**src/rtl/exu_pkg.sv**
```systemverilog
// exu_pkg: shared ExtUART definitions (FSM encoding, minimum bit period) for the Rx and Tx ends
package exu_pkg;
    typedef enum logic [1:0] {IDLE, START, DATA, STOP} state_t;
    localparam int MIN_BAUD = 4;
endpackage

```
**src/rtl/exu_sync2.sv**
```systemverilog
// exu_sync2: parametric-width two-flop synchronizer, resets to all-ones (idle-high lines)
module exu_sync2 #(
    parameter int W = 8
) (
    input  logic         clk,
    input  logic         rst,
    input  logic [W-1:0] i_d,
    output logic [W-1:0] o_q
);
    logic [W-1:0] r_m;
    logic [W-1:0] r_q;
    // two-stage capture of the asynchronous lanes
    always_ff @(posedge clk or posedge rst)
        if (rst) begin
            r_m <= '1;
            r_q <= '1;
        end else begin
            r_m <= i_d;
            r_q <= r_m;
        end
    assign o_q = r_q;
endmodule

```
**src/rtl/exu_rx_deser.sv**
```systemverilog
// exu_rx_deser: deserializes W_BUS-lane ExtUART frames into one word with done/error/timeout pulses
module exu_rx_deser
    import exu_pkg::*;
#(
    parameter int W_BUS = 8,
    parameter int N_DBT = 4,
    parameter int W_BAU = 16,
    parameter int S_TOT = 17
) (
    input  logic                     clk,
    input  logic                     rst,
    input  logic [W_BAU-1:0]         baud,
    input  logic [W_BUS-1:0]         exu_rxd,
    output logic [W_BUS*N_DBT-1:0]   dat,
    output logic                     f_fin,
    output logic                     f_err,
    output logic                     f_tot,
    output logic                     busy
);
    localparam int W_BIT = $clog2(N_DBT + 1);
    localparam logic [W_BIT-1:0] LAST_BIT = W_BIT'(N_DBT - 1);
    localparam logic [S_TOT-1:0] TOT_PRE = {{(S_TOT-1){1'b1}}, 1'b0};
    logic [W_BUS-1:0]       w_s;
    logic [W_BAU-1:0]       w_p;
    logic                   w_half;
    logic                   w_full;
    state_t                 r_st;
    logic [W_BAU-1:0]       r_p;
    logic [W_BAU-1:0]       r_cnt;
    logic [W_BIT-1:0]       r_bit;
    logic [W_BUS*N_DBT-1:0] r_sh;
    logic [W_BUS*N_DBT-1:0] r_dat;
    logic [S_TOT-1:0]       r_idle;
    logic                   r_arm;
    logic                   r_fin;
    logic                   r_err;
    logic                   r_tot;
    logic                   r_busy;
    exu_sync2 #(.W(W_BUS)) u_sync (.clk(clk), .rst(rst), .i_d(exu_rxd), .o_q(w_s));
    assign w_p    = (baud < W_BAU'(MIN_BAUD)) ? W_BAU'(MIN_BAUD) : baud;
    assign w_half = r_cnt == (r_p >> 1) - 1'b1;
    assign w_full = r_cnt == r_p - 1'b1;
    // frame FSM: start detect, mid-bit sampling, stop check and idle-timeout tracking
    always_ff @(posedge clk or posedge rst)
        if (rst) begin
            r_st   <= IDLE;
            r_p    <= W_BAU'(MIN_BAUD);
            r_cnt  <= '0;
            r_bit  <= '0;
            r_sh   <= '0;
            r_dat  <= '0;
            r_idle <= '0;
            r_arm  <= 1'b0;
            r_fin  <= 1'b0;
            r_err  <= 1'b0;
            r_tot  <= 1'b0;
            r_busy <= 1'b0;
        end else begin
            r_fin <= 1'b0;
            r_err <= 1'b0;
            r_tot <= 1'b0;
            case (r_st)
                IDLE:
                    if (~&w_s) begin
                        r_st   <= START;
                        r_cnt  <= '0;
                        r_bit  <= '0;
                        r_p    <= w_p;
                        r_busy <= 1'b1;
                        r_idle <= '0;
                    end else if (r_arm) begin
                        r_idle <= r_idle + 1'b1;
                        if (r_idle == TOT_PRE) begin
                            r_tot <= 1'b1;
                            r_arm <= 1'b0;
                        end
                    end
                START:
                    if (w_half) begin
                        r_cnt  <= '0;
                        r_st   <= ~|w_s ? DATA : IDLE;
                        r_busy <= ~|w_s;
                    end else
                        r_cnt <= r_cnt + 1'b1;
                DATA:
                    if (w_full) begin
                        r_sh[r_bit*W_BUS +: W_BUS] <= w_s;
                        r_cnt <= '0;
                        r_bit <= r_bit + 1'b1;
                        if (r_bit == LAST_BIT)
                            r_st <= STOP;
                    end else
                        r_cnt <= r_cnt + 1'b1;
                STOP:
                    if (w_full) begin
                        if (&w_s) begin
                            r_dat <= r_sh;
                            r_fin <= 1'b1;
                        end else
                            r_err <= 1'b1;
                        r_st   <= IDLE;
                        r_busy <= 1'b0;
                        r_idle <= '0;
                        r_arm  <= 1'b1;
                    end else
                        r_cnt <= r_cnt + 1'b1;
                default:
                    r_st <= IDLE;
            endcase
        end
    assign dat   = r_dat;
    assign f_fin = r_fin;
    assign f_err = r_err;
    assign f_tot = r_tot;
    assign busy  = r_busy;
endmodule
```
**config.mk**
```make
export PLATFORM = sky130hd
export DESIGN_NAME = exu_rx_deser
export DESIGN_NICKNAME = d
export VERILOG_FILES = /design/src/rtl/exu_pkg.sv /design/src/rtl/exu_sync2.sv /design/src/rtl/exu_rx_deser.sv
export SDC_FILE = /design/constraint.sdc
export NUM_CORES = 1
export LEC_CHECK = 0
export CAP_MARGIN = 20
export CORE_MARGIN = 3
export CORE_UTILIZATION = 54
export DETAILED_ROUTE_END_ITERATION = 8
export MAX_ROUTING_LAYER = met4
export PLACE_DENSITY = 0.75
export SETUP_SLACK_MARGIN = 0.2
export SLEW_MARGIN = 0
export SYNTH_ARGS = -nofsm -noshare
export SYNTH_HDL_FRONTEND = slang
export SYNTH_SLANG_ARGS = --single-unit
```
**constraint.sdc**
```tcl
create_clock -name clk -period 12.06 [get_ports clk]
set_input_delay 2.412 -clock clk [delete_from_list [all_inputs] [get_ports clk]]
set_output_delay 2.412 -clock clk [all_outputs]
set_load 0.01 [all_outputs]
```
# After elaboration in Yosys (flattened, before gate mapping)
# Cells that the tools add are included.
[classes]
shift = 2
n_bitwise = 1
n_mux = 40
n_eq_ne = 15
n_lt_le_gt_ge = 1
n_reduce_logical = 16
n_addsub = 6
[ops]
columns = ["operator", "count"]
rows = [
  ["two-way mux 16 bit", 5],
  ["one-hot mux 16 bit (4 select lines)", 1],
  ["two-way mux 17 bit", 3],
  ["negator 6 -> 34 bit", 1],
  ["one-hot mux 17 bit (2 select lines)", 1],
  ["variable shift 8 x 34 -> 32 bit, first input constant", 1],
  ["indexed part select 8 x 34 -> 32 bit", 1],
  ["bitwise mux 32 bit", 1],
  ["== test 16 bit", 2],
  ["adder 17 x 1 -> 17 bit, second input constant", 1],
  ["== test 17 bit, second input constant", 1],
  ["two-way mux 1 bit", 17],
  ["adder 16 x 1 -> 16 bit, second input constant", 1],
  ["less-than comparator 16 x 3 -> 1 bit, second input constant", 1],
  ["subtractor 15 x 1 -> 16 bit, second input constant", 1],
  ["subtractor 16 x 1 -> 16 bit, second input constant", 1],
  ["!= test 2 bit, second input constant", 7],
  ["two-way mux 2 bit", 6],
  ["AND reduction 10 bit", 1],
  ["AND reduction 3 bit", 3],
  ["one-hot mux 2 bit (4 select lines)", 1],
  ["AND reduction 8 bit", 1],
  ["OR reduction 8 bit", 1],
  ["two-way mux 3 bit", 2],
  ["16 further kinds", 20],
]
[word_totals]
reg_bits = 139
word_cells = 95
input_bits = 26
output_inout_bits = 36

# Logic depth before layout (Yosys ltp)
[depth]
ltp_word = 5
mapped_depth = 13
mapped_depth_nobuf = 10

# Hierarchy
# Synthesis repeated with hierarchy kept, for this count alone.
[hier_totals]
cells_unflattened = 670
hier_area_um2 = 7123.1
[by_module_without_submodules]
columns = ["mod", "cells_per_inst", "area_each_um2", "n_inst", "seq_area_each_um2"]
rows = [
  ["exu_rx_deser", 653, 6698.9, 1, 3079.2],
  ["exu_sync2", 17, 424.2, 1, 420.4],
]

# Worst setup path after synthesis
# No wires, ideal clock.
[synth_timing]
path_kind = "in2reg"
startpoint = "in baud[13]"
endpoint = "reg r_p[0]"
slack_ps = 8589
required_ps = 11939
setup_ps = 121
stages = 4
n_path_buf = 0
arrival_ps = 3350
path_cell_list = "or4_1 -> nor3_1 -> a31oi_1 -> a22o_1"
[synth_via]
elab_chain_len = 2
[synth_rtl]
columns = ["item", "line_no", "rtl"]
rows = [
  ["start: declaration", "exu_rx_deser.sv:12", "input logic [W_BAU-1:0] baud,"],
  ["less-than comparator 16 x 3 -> 1 bit", "exu_rx_deser.sv:40", "assign w_p = (baud < W_BAU'(MIN_BAUD)) ? W_BAU'(MIN_BAUD) : baud;"],
  ["two-way mux 16 bit", "exu_rx_deser.sv:40", ""],
  ["end signal: assignment", "exu_rx_deser.sv:47", "r_p <= W_BAU'(MIN_BAUD);"],
  ["end signal: assignment", "exu_rx_deser.sv:68", "r_p <= w_p;"],
  ["end: declaration", "exu_rx_deser.sv:28", "logic [W_BAU-1:0] r_p;"],
]
# No other way between the ends.
# A chain may end at the register's enable or synchronous reset.

# Worst setup path in the final report
[layout_timing]
startpoint = "reg r_p[3]"
endpoint = "reg r_cnt[2]"
[layout_via]
elab_chain_len = 4
elab_cells_between_ends = 9
cone_classes = "add/sub (2); eq/ne (3); mux (3); reduce/logical (1)"
[layout_rtl]
columns = ["item", "line_no", "rtl"]
rows = [
  ["subtractor 16 x 1 -> 16 bit / subtractor 15 x 1 -> 16 bit (equally long branches)", "exu_rx_deser.sv:42, exu_rx_deser.sv:41", ""],
  ["== test 16 bit, on equally long branches", "exu_rx_deser.sv:42, exu_rx_deser.sv:41", ""],
  ["two-way mux 16 bit (tied with other cells)", "exu_rx_deser.sv:86", "if (w_full) begin"],
  ["one-hot mux 16 bit (4 select lines) / AND reduction 2 bit (equally long branches)", "n/a", ""],
  ["end signal: assignment", "exu_rx_deser.sv:84", "r_cnt <= r_cnt + 1'b1;"],
  ["end signal: assignment", "exu_rx_deser.sv:93", "r_cnt <= r_cnt + 1'b1;"],
  ["end signal: assignment", "exu_rx_deser.sv:106", "r_cnt <= r_cnt + 1'b1;"],
  ["end: declaration", "exu_rx_deser.sv:29", "logic [W_BAU-1:0] r_cnt;"],
]
# Parallel ways exist; a longest one is shown, timed or not.

==> reports/metrics.csv <==
stage,metric,value,unit
outcome,status,completed,
drt,drcViolationCount,0,
placed_design,port_buffers,61,
critical_path,worstReg2RegStart,r_p[3]$_DFFE_PP0P_,
critical_path,worstSetupPathType,reg -> reg,
drt,wire_per_inst,16.8,µm
timing,period_needed,3.90,ns
synthesis,synthSimpleGateAreaFrac,17.6,%
min_path,hp-class,reg -> reg,
power_and_ir_drop,cellPowerDensity,137,nW/µm²
synthesis,syn_area,7040,µm²
final_layout,stdcell_count,924,
final_layout,drive_gt1_share,16.2,%
critical_path,crit_top_cell,nor4_1,
timing,tns,0,ns
global_route,globalRouteOverflowTotal,0,
synthesis,synth_seq_cells,139,
critical_path,crit_path_start_kind,flop,
global_route,track_usage,23.3,%
synthesis,synth-compound-area-share,11.3,%
clocking,htree_levels,4,
clocking,cts_resized,0,
critical_path,worst_ep_required_time,12.34,ns
synthesis,synth_cells,691,
clocking,cts_buffers,17,
synthesis,synthFlopType,dfrtp_1,
synthesis,synth_edf_count,0,
clocking,cts_root_buf,clkbuf_16,
critical_path,critPathArrivalTime,4.18,ns
final_layout,n_antenna_cell,0,
floorplan,std_cell_rows,41,
timing,setup_viol,0,
critical_path,path_buf_inv,0,
timing,fmax,0.256,GHz
final_layout,final_nets,774,
synthesis,synth_xor_area_share,4.81,%
synthesis,yosysUniqueCellTypes,66,
drt,vias,5447,
clocking,cts.path.max_buffers,2,
floorplan,io-pin-count,62,
clocking,cts.hold.buffers_added,0,
drt,drt_iter0_markers,450,
synthesis,synthArstFlopShare,100,%
global_route,grt_pass1_wl,25900,µm
placed_design,place_area,7750,µm²
placed_design,dp_hpwl,11100,µm
critical_path,crit_chain,"nor4_1, nand2_1, or4b_2, o31a_1, nor4_1, a211oi_2, nor2_1, o221ai_1",
synthesis,ys_warn_count,0,
synthesis,syn_area_per_cell,10.2,µm²
timing,holdWs,0.352,ns
drt,dr.pass1.iters,5,
global_route,grt_pass1_vias,5390,
critical_path,crit_family,simple AND/OR/NAND/NOR gates,
global_route,antenna_found_initial,0,
timing,max-slew-margin-rel,30.4,%
placed_design,gp_congestion,0.892,
synthesis,synth.net_count,726,
final_layout,layout_common_cells,"122 x dfrtp_1, 64 x nand2_1, 61 x clkdlybuf4s50_1",
clocking,clk_pin_slew_worst_paths,0.06,ns
final_layout,synthToLayoutAreaGrowth,18.7,%
timing,worstMarginPinSlew,1.04,ns
min_path,min_from,u_sync.r_m[3]$_DFF_PP1_,
placed_design,dp.cells,892,
synthesis,synth_top_family_by_area,simple AND/OR/NAND/NOR gates,
final_layout,fin_area,8360,µm²
critical_path,worst-path-max-fanout,16,
synthesis,synthAdderAreaFrac,1.60,%
floorplan,die_w,120,µm
synthesis,muxShareOfSynthArea,10.6,%
timing,skew,0.0114,ns
power_and_ir_drop,p_leak,3.61,nW
global_route,grt_start_max_net_pins,76,
timing,maxSlewViolCount,0,
clocking,clk_latency,0.42,ns
critical_path,cp-end-kind,flop,
critical_path,cp_slowest_cell,nor4_1,
clocking,cts_tree,yes,
timing,rsz0062_at_grt,no,
timing,fin_crit_sh,32.4,%
final_layout,utilization,66.0,%
drt,ant_nets,0,
synthesis,seq_area_frac_synth,49.7,%
drt,vias_per_cell,5.90,
floorplan,fp.dieH,120,µm
critical_path,critPathLaunch,r_p[3]$_DFFE_PP0P_,
floorplan,dieArea,14400,µm²
power_and_ir_drop,power.ir.vdd_worst,0.0790,mV
run,maxCapViolations,0,
clocking,post_cts_buffers,0,
floorplan,start_util,55.6,%
timing,hold_viol_final,0,
critical_path,crit_path_max_incr_delay,0.85,ns
drt,drt-total-wl,15500,µm
final_layout,final_common_cell,dfrtp_1,
clocking,cts.sinks,139,
floorplan,core_area,12700,µm²
metal layers:
layer / wire, µm / track usage (%) / vias to the layer above
met5: 0 / - / -
met4: 288 / 8.88 / 0
met3: 746 / 5.47 / 28
met2: 7910 / 37.8 / 155
met1: 6580 / 28.5 / 2694
li1: - / - / 2570
power breakdown:
group / internal, mW / switching [mW] / total [mW]
logic: 0.0453 / 0.0496 / 0.0948
clock network: 0.329 / 0.208 / 0.537
registers: 0.483 / 0.0317 / 0.514
total: 0.857 / 0.289 / 1.15
sequential cells by signal (all words and copies together) (netlist names), named ones only:
register    count
f_err           1
u_sync.r_m      8
f_fin           1
dat            32
f_tot           1
r_p            16
r_cnt          16
r_st            1
r_bit           3
u_sync.o_q      8
r_arm           1
r_idle         17
r_sh           32
busy            1
layout make-up:
type                       instances  area [µm²]
clock buffer                      17         425
fill                            1016        4310
tap                              172         215
clock inverter                    15         186
inverter                          41         156
timing repair buffer              65         641
sequential                       139        3500
multi-input combinational        475        3240
cell families (layout without fill, tap and decap cells):
group,Yosys count,count (layout)
adders and majority gates,9,9
and+or+nand+nor,236,236
xor gates and xnor gates,37,37
muxes,68,68
AOI/OAI and AO/OA,125,125
buffers and inverters,77,138
DFF,139,139
through the flow:
step | setup WS (ns) | power [mW]
after floorplan | 5.95 | 0.586
after global placement | 7.67 | 0.610
after detailed placement | 7.62 | 0.616
after CTS | 8.07 | 1.15
after global routing | 7.84 | 1.19
final | 8.16 | 1.15
worst paths after layout:
kind	endpoint	slack (ns)	depth (start not counted)
hold / removal	u_sync.o_q[3]$_DFF_PP1_	0.35	0
hold reg to reg	u_sync.o_q[3]$_DFF_PP1_	0.35	0
min in group asynchronous	dat[20]$_DFFE_PP0P_	2.49	2
setup reg to reg	r_cnt[2]$_DFFE_PP0P_	8.16	8
setup / recovery	r_cnt[2]$_DFFE_PP0P_	8.16	8
max in group asynchronous	dat[31]$_DFFE_PP0P_	8.17	3
cell usage after synthesis (3+ instances only):
master	number	area (µm²)
dfrtp_1	122	3050
nand2_1	64	240
mux2_2	54	608
o21ai_0	54	270
nor2_1	44	165
inv_1	41	154
clkbuf_1	28	105
nand3_1	21	105
xnor2_1	21	184
nand4_1	19	119
dfstp_2	17	447
nor4_1	16	100
xor2_1	15	131
mux2i_1	14	140
nor3_1	14	70.1
o22ai_1	12	75.1
a21oi_1	11	55.1
nor2b_1	10	62.6
ha_1	9	113
a31oi_1	8	50.1
o31ai_1	8	60.1
or4_1	7	52.6
and3_1	6	37.5
buf_2	5	25.0
or3_1	5	31.3
and2_1	4	25.0
nand2b_1	4	25.0
o211ai_1	4	30.0
or2_2	4	25.0
a21boi_0	3	22.5
nor3b_1	3	22.5
o31a_1	3	26.3
Note: power is estimated with default switching activity, not from simulation.
==> patch 1, RTL diff (same flow settings) <==
Change the parameter `W_BAU` from 16 to 32.
--- a/src/rtl/exu_rx_deser.sv
+++ b/src/rtl/exu_rx_deser.sv
@@ -5,5 +5,5 @@
     parameter int W_BUS = 8,
     parameter int N_DBT = 4,
-    parameter int W_BAU = 16,
+    parameter int W_BAU = 32,
     parameter int S_TOT = 17
 ) (
Interface: changed (resized baud); port bits go from 62 to 78. The function was not compared with the original's and may differ.
==> patch 1 against the original RTL <==
Sequential share of layout area shrank 4.3 points; non-clock buffer count increased by 19; highest routed layer unchanged; routed wire length up 64%; power up 7.1%; combinational power fell by 26%; synthesized area is 43% higher; largest cell class is now multi-input combinational cells; worst setup slack worse by 0.89 ns; final cell count increased by 48%; sequential cell count up 32; worst hold slack better by 0.00061 ns; final area is 37% higher.
==> patch 1: results (changes against the original RTL) <==
[worst_hold_path]
hold_class=register to register  ; unchanged
hold_path_end=u_sync.o_q[1]$_DFF_PP1_  ; was u_sync.o_q[3]$_DFF_PP1_
hold_start=u_sync.r_m[1]$_DFF_PP1_  ; was u_sync.r_m[3]$_DFF_PP1_
whs_path_depth=0  ; unchanged

[grt]
grt_pass1_wl_um=41100  ; was 25900 um
grt_pass1_vias=7933  ; was 5390
track_usage=0.261  ; was 0.233
antenna_found_initial=0  ; unchanged
grt_max_degree=94  ; was 76

[critical_path]
path_max_fanout=31  ; was 16
cp_top_family=simple AND/OR/NAND/NOR gates  ; unchanged
cp_data_arrival_time_ns=5.07  ; was 4.18 ns
cpPeakStageDelay_ns=0.69  ; was 0.85 ns
crit_end=r_cnt[30]$_DFFE_PP0P_  ; was r_cnt[2]$_DFFE_PP0P_
timing.rr.end=r_cnt[30]$_DFFE_PP0P_  ; was r_cnt[2]$_DFFE_PP0P_
reg2reg_depth=10  ; was 8
reg2reg_from=r_p[10]$_DFFE_PP0P_  ; was r_p[3]$_DFFE_PP0P_

[logic_synthesis]
synth-warning-count=0  ; unchanged
synth_compound_area_frac=0.108  ; was 0.113
ys_top_cells_by_count=dfrtp_1, nand2_1, nor2_1, clkbuf_1  ; was dfrtp_1, nand2_1, mux2_2, o21ai_0, nor2_1
synth.distinct_cells=76  ; was 66
synth_xor_area_frac=0.0689  ; was 0.0481
synth_fa_ha_area_frac=0.0149  ; was 0.0160
seq_area_frac_synth=0.428  ; was 0.497
yosys-top-cells-area=dfrtp_1, mux2_2, nand2_1, dfstp_2, xnor2_1  ; was dfrtp_1, mux2_2, dfstp_2, o21ai_0, nand2_1
syn_area_per_cell_sq_um=9.16  ; was 10.2 sq um
muxShareOfSynthArea=0.0947  ; was 0.106
synth_most_common_cell=dfrtp_1  ; unchanged

[placed_design]
dp_hpwl_um=18200  ; was 11100 um
place_congestion=0.989  ; was 0.892
pre_cts_slack_ns=7.34  ; was 7.62 ns
numPortBuffers=77  ; was 61
dp.cells=1332  ; was 892
placedInstanceArea_sq_um=10900  ; was 7750 sq um

[sta]
finClkSkew_ns=0.0119  ; was 0.0114 ns
worst_pin_slew_ns=0.944  ; was 1.04 ns
fmax_mhz=208  ; was 256 MHz
whs_ns=0.353  ; was 0.352 ns

[routing]
routed_wl_um=25500  ; was 15500 um
viasPerCell=6.09  ; was 5.90
drc_errors=0  ; unchanged
dr.pass1.iters=5  ; unchanged
first_iter_violations=733  ; was 450

[run_status]
status=finished clean  ; unchanged

[cells_and_area]
drive_gt1_frac=0.130  ; was 0.162
final_cells=1364  ; was 924
fin_nets=1176  ; was 774
antenna_cells=0  ; unchanged

[clocking]
cts_setup_buffers=0  ; unchanged
cts_buffers=17  ; unchanged

[power_and_ir_drop]
p_leak_nw=4.89  ; was 3.61 nW
ir_worst_vdd_v=0.0000916  ; was 0.0000790 V

patch 1: cell type report:
type                            instances  area (sq um)
Fill cell                            1509          6690
Multi-Input combinational cell        813          5310
Sequential cell                       171          4300
Timing Repair Buffer                   84           823
Clock buffer                           17           425
Tap cell                              229           287
Clock inverter                         15           174
Inverter                               35           136
patch 1: power breakdown:
| group | total (mW) | switching, mW | internal [mW] | leakage [nW] |
|---|---|---|---|---|
| clock | 0.555 | 0.259 | 0.296 | 0.289 |
| combinational | 0.0698 | 0.0371 | 0.0328 | 2.36 |
| sequential | 0.603 | 0.0193 | 0.584 | 2.24 |
| total | 1.23 | 0.315 | 0.913 | 4.89 |
patch 1: routing by layer:
layer	track usage	share of wire	up-vias
met1	0.345	0.44	4046
li1	-	-	3945
met2	0.411	0.48	270
met5	-	0	-
met4	0.0890	0.030	0
met3	0.0440	0.053	49
==> patch 2, RTL diff (same flow settings) <==
Made on the original files. Put one more register stage on the output `dat`, cleared by the reset. The value now appears one clock later. The other outputs are not delayed to match.
--- a/src/rtl/exu_rx_deser.sv
+++ b/src/rtl/exu_rx_deser.sv
@@ -109,5 +109,11 @@
             endcase
         end
-    assign dat   = r_dat;
+    always_ff @(posedge clk or posedge rst) begin
+        if (rst) begin
+            dat <= '0;
+        end else begin
+            dat <= r_dat;
+        end
+    end
     assign f_fin = r_fin;
     assign f_err = r_err;
Behaviour: no difference found for any inputs over 10 cycles, from zero or initial values and one cycle with rst high; that may be too few to reach the edited logic, so the function may still have changed.
==> patch 2 against the original RTL <==
Synthesized cell count down 3.5%; routed wire length up 5.1%; power up 17%; worst setup slack worse by 0.060 ns; largest power group is now sequential cells; highest routed layer unchanged; synthesized area up 9.7%; sequential cell count up 32; sequential share of layout area up 5.8 points; register-to-register slack better by 0.16 ns; critical path depth down 5; final area up 8.0%; global-route usage down 1.2 points; die area up 9.2%.
==> patch 2: results (changes against the original RTL) <==
[routing]
routed_wl_um=16300  ; was 15500 um
first_iter_violations=435  ; was 450
wl_met2_um=7990  ; was 7910 um

[power_and_ir_drop]
ir_worst_vdd_v=0.000108  ; was 0.0000790 V
p_leak_nw=4.03  ; was 3.61 nW

[critical_path]
cpPeakStageDelay_ns=0.81  ; was 0.85 ns
reg2reg_depth=10  ; was 8
reg2reg_from=r_p[1]$_DFFE_PP0P_  ; was r_p[3]$_DFFE_PP0P_
timing.rr.end=r_sh[15]$_DFFE_PP0P_  ; was r_cnt[2]$_DFFE_PP0P_
startpoint=rst  ; was r_p[3]$_DFFE_PP0P_
crit_slowest_cell=buf_4  ; was nor4_1
cp_data_arrival_time_ns=4.40  ; was 4.18 ns
r2r_slack_ns=8.32  ; was 8.16 ns
path_max_fanout=97  ; was 16

[sta]
finClkSkew_ns=0.00871  ; was 0.0114 ns
worst_pin_slew_ns=0.875  ; was 1.04 ns
whs_ns=0.350  ; was 0.352 ns
fmax_mhz=252  ; was 256 MHz

[grt]
grt_max_degree=98  ; was 76
met2_usage=0.342  ; was 0.378
track_usage=0.221  ; was 0.233
grt_pass1_wl_um=27300  ; was 25900 um
use_met3=0.0428  ; was 0.0547

[cells_and_area]
fin_nets=747  ; was 774
drive_gt1_frac=0.196  ; was 0.162

[placed_design]
dp_hpwl_um=11000  ; was 11100 um
dp.cells=872  ; was 892
place_congestion=0.898  ; was 0.892
placedInstanceArea_sq_um=8410  ; was 7750 sq um
pre_cts_slack_ns=7.52  ; was 7.62 ns

[logic_synthesis]
synth_xor_area_frac=0.0408  ; was 0.0481
ys_top_cells_by_count=dfrtp_1, mux2_2, o21ai_0, nor2_1, nand2_1  ; was dfrtp_1, nand2_1, mux2_2, o21ai_0, nor2_1
syn_nets=702  ; was 726
yosys-top-cells-area=dfrtp_1, mux2_2, dfstp_2, o21ai_0, xnor2_1  ; was dfrtp_1, mux2_2, dfstp_2, o21ai_0, nand2_1
seq_area_frac_synth=0.557  ; was 0.497
syn_area_per_cell_sq_um=11.6  ; was 10.2 sq um
muxShareOfSynthArea=0.119  ; was 0.106

[run_status]
status=finished clean  ; unchanged

==> patch 2: cell types whose count changed in the layout (fill, tap and decap cells not counted), sizes merged, moves of 12 or more <==
cell   before  now
dfrtp     122  154
nand2      65   29
inv        47   30
a31oi       8   20
mux2       54   77
mux2i      14    2
==> patch 2: report_power, final <==
group          internal [mW]  leakage [nW]  switching, mW  total, mW
Combinational         0.0637          1.45         0.0720      0.136
Sequential             0.596          2.28         0.0459      0.642
Clock                  0.342         0.305          0.219      0.561
Total                   1.00          4.03          0.337       1.34
==> patch 2: worst max-delay path: cells and delay by family <==
family	cells	cell delay [ns]
buffers and inverters	3	1.90
==> patch 2: final cells by class <==
cell class	count	area, sq um
clock buffers	21	470
clock inverters	10	139
fillers	1033	4900
inverters	28	110
multi-input cells	428	3140
flip-flops and latches	171	4300
well taps	180	225
repair buffers	66	648
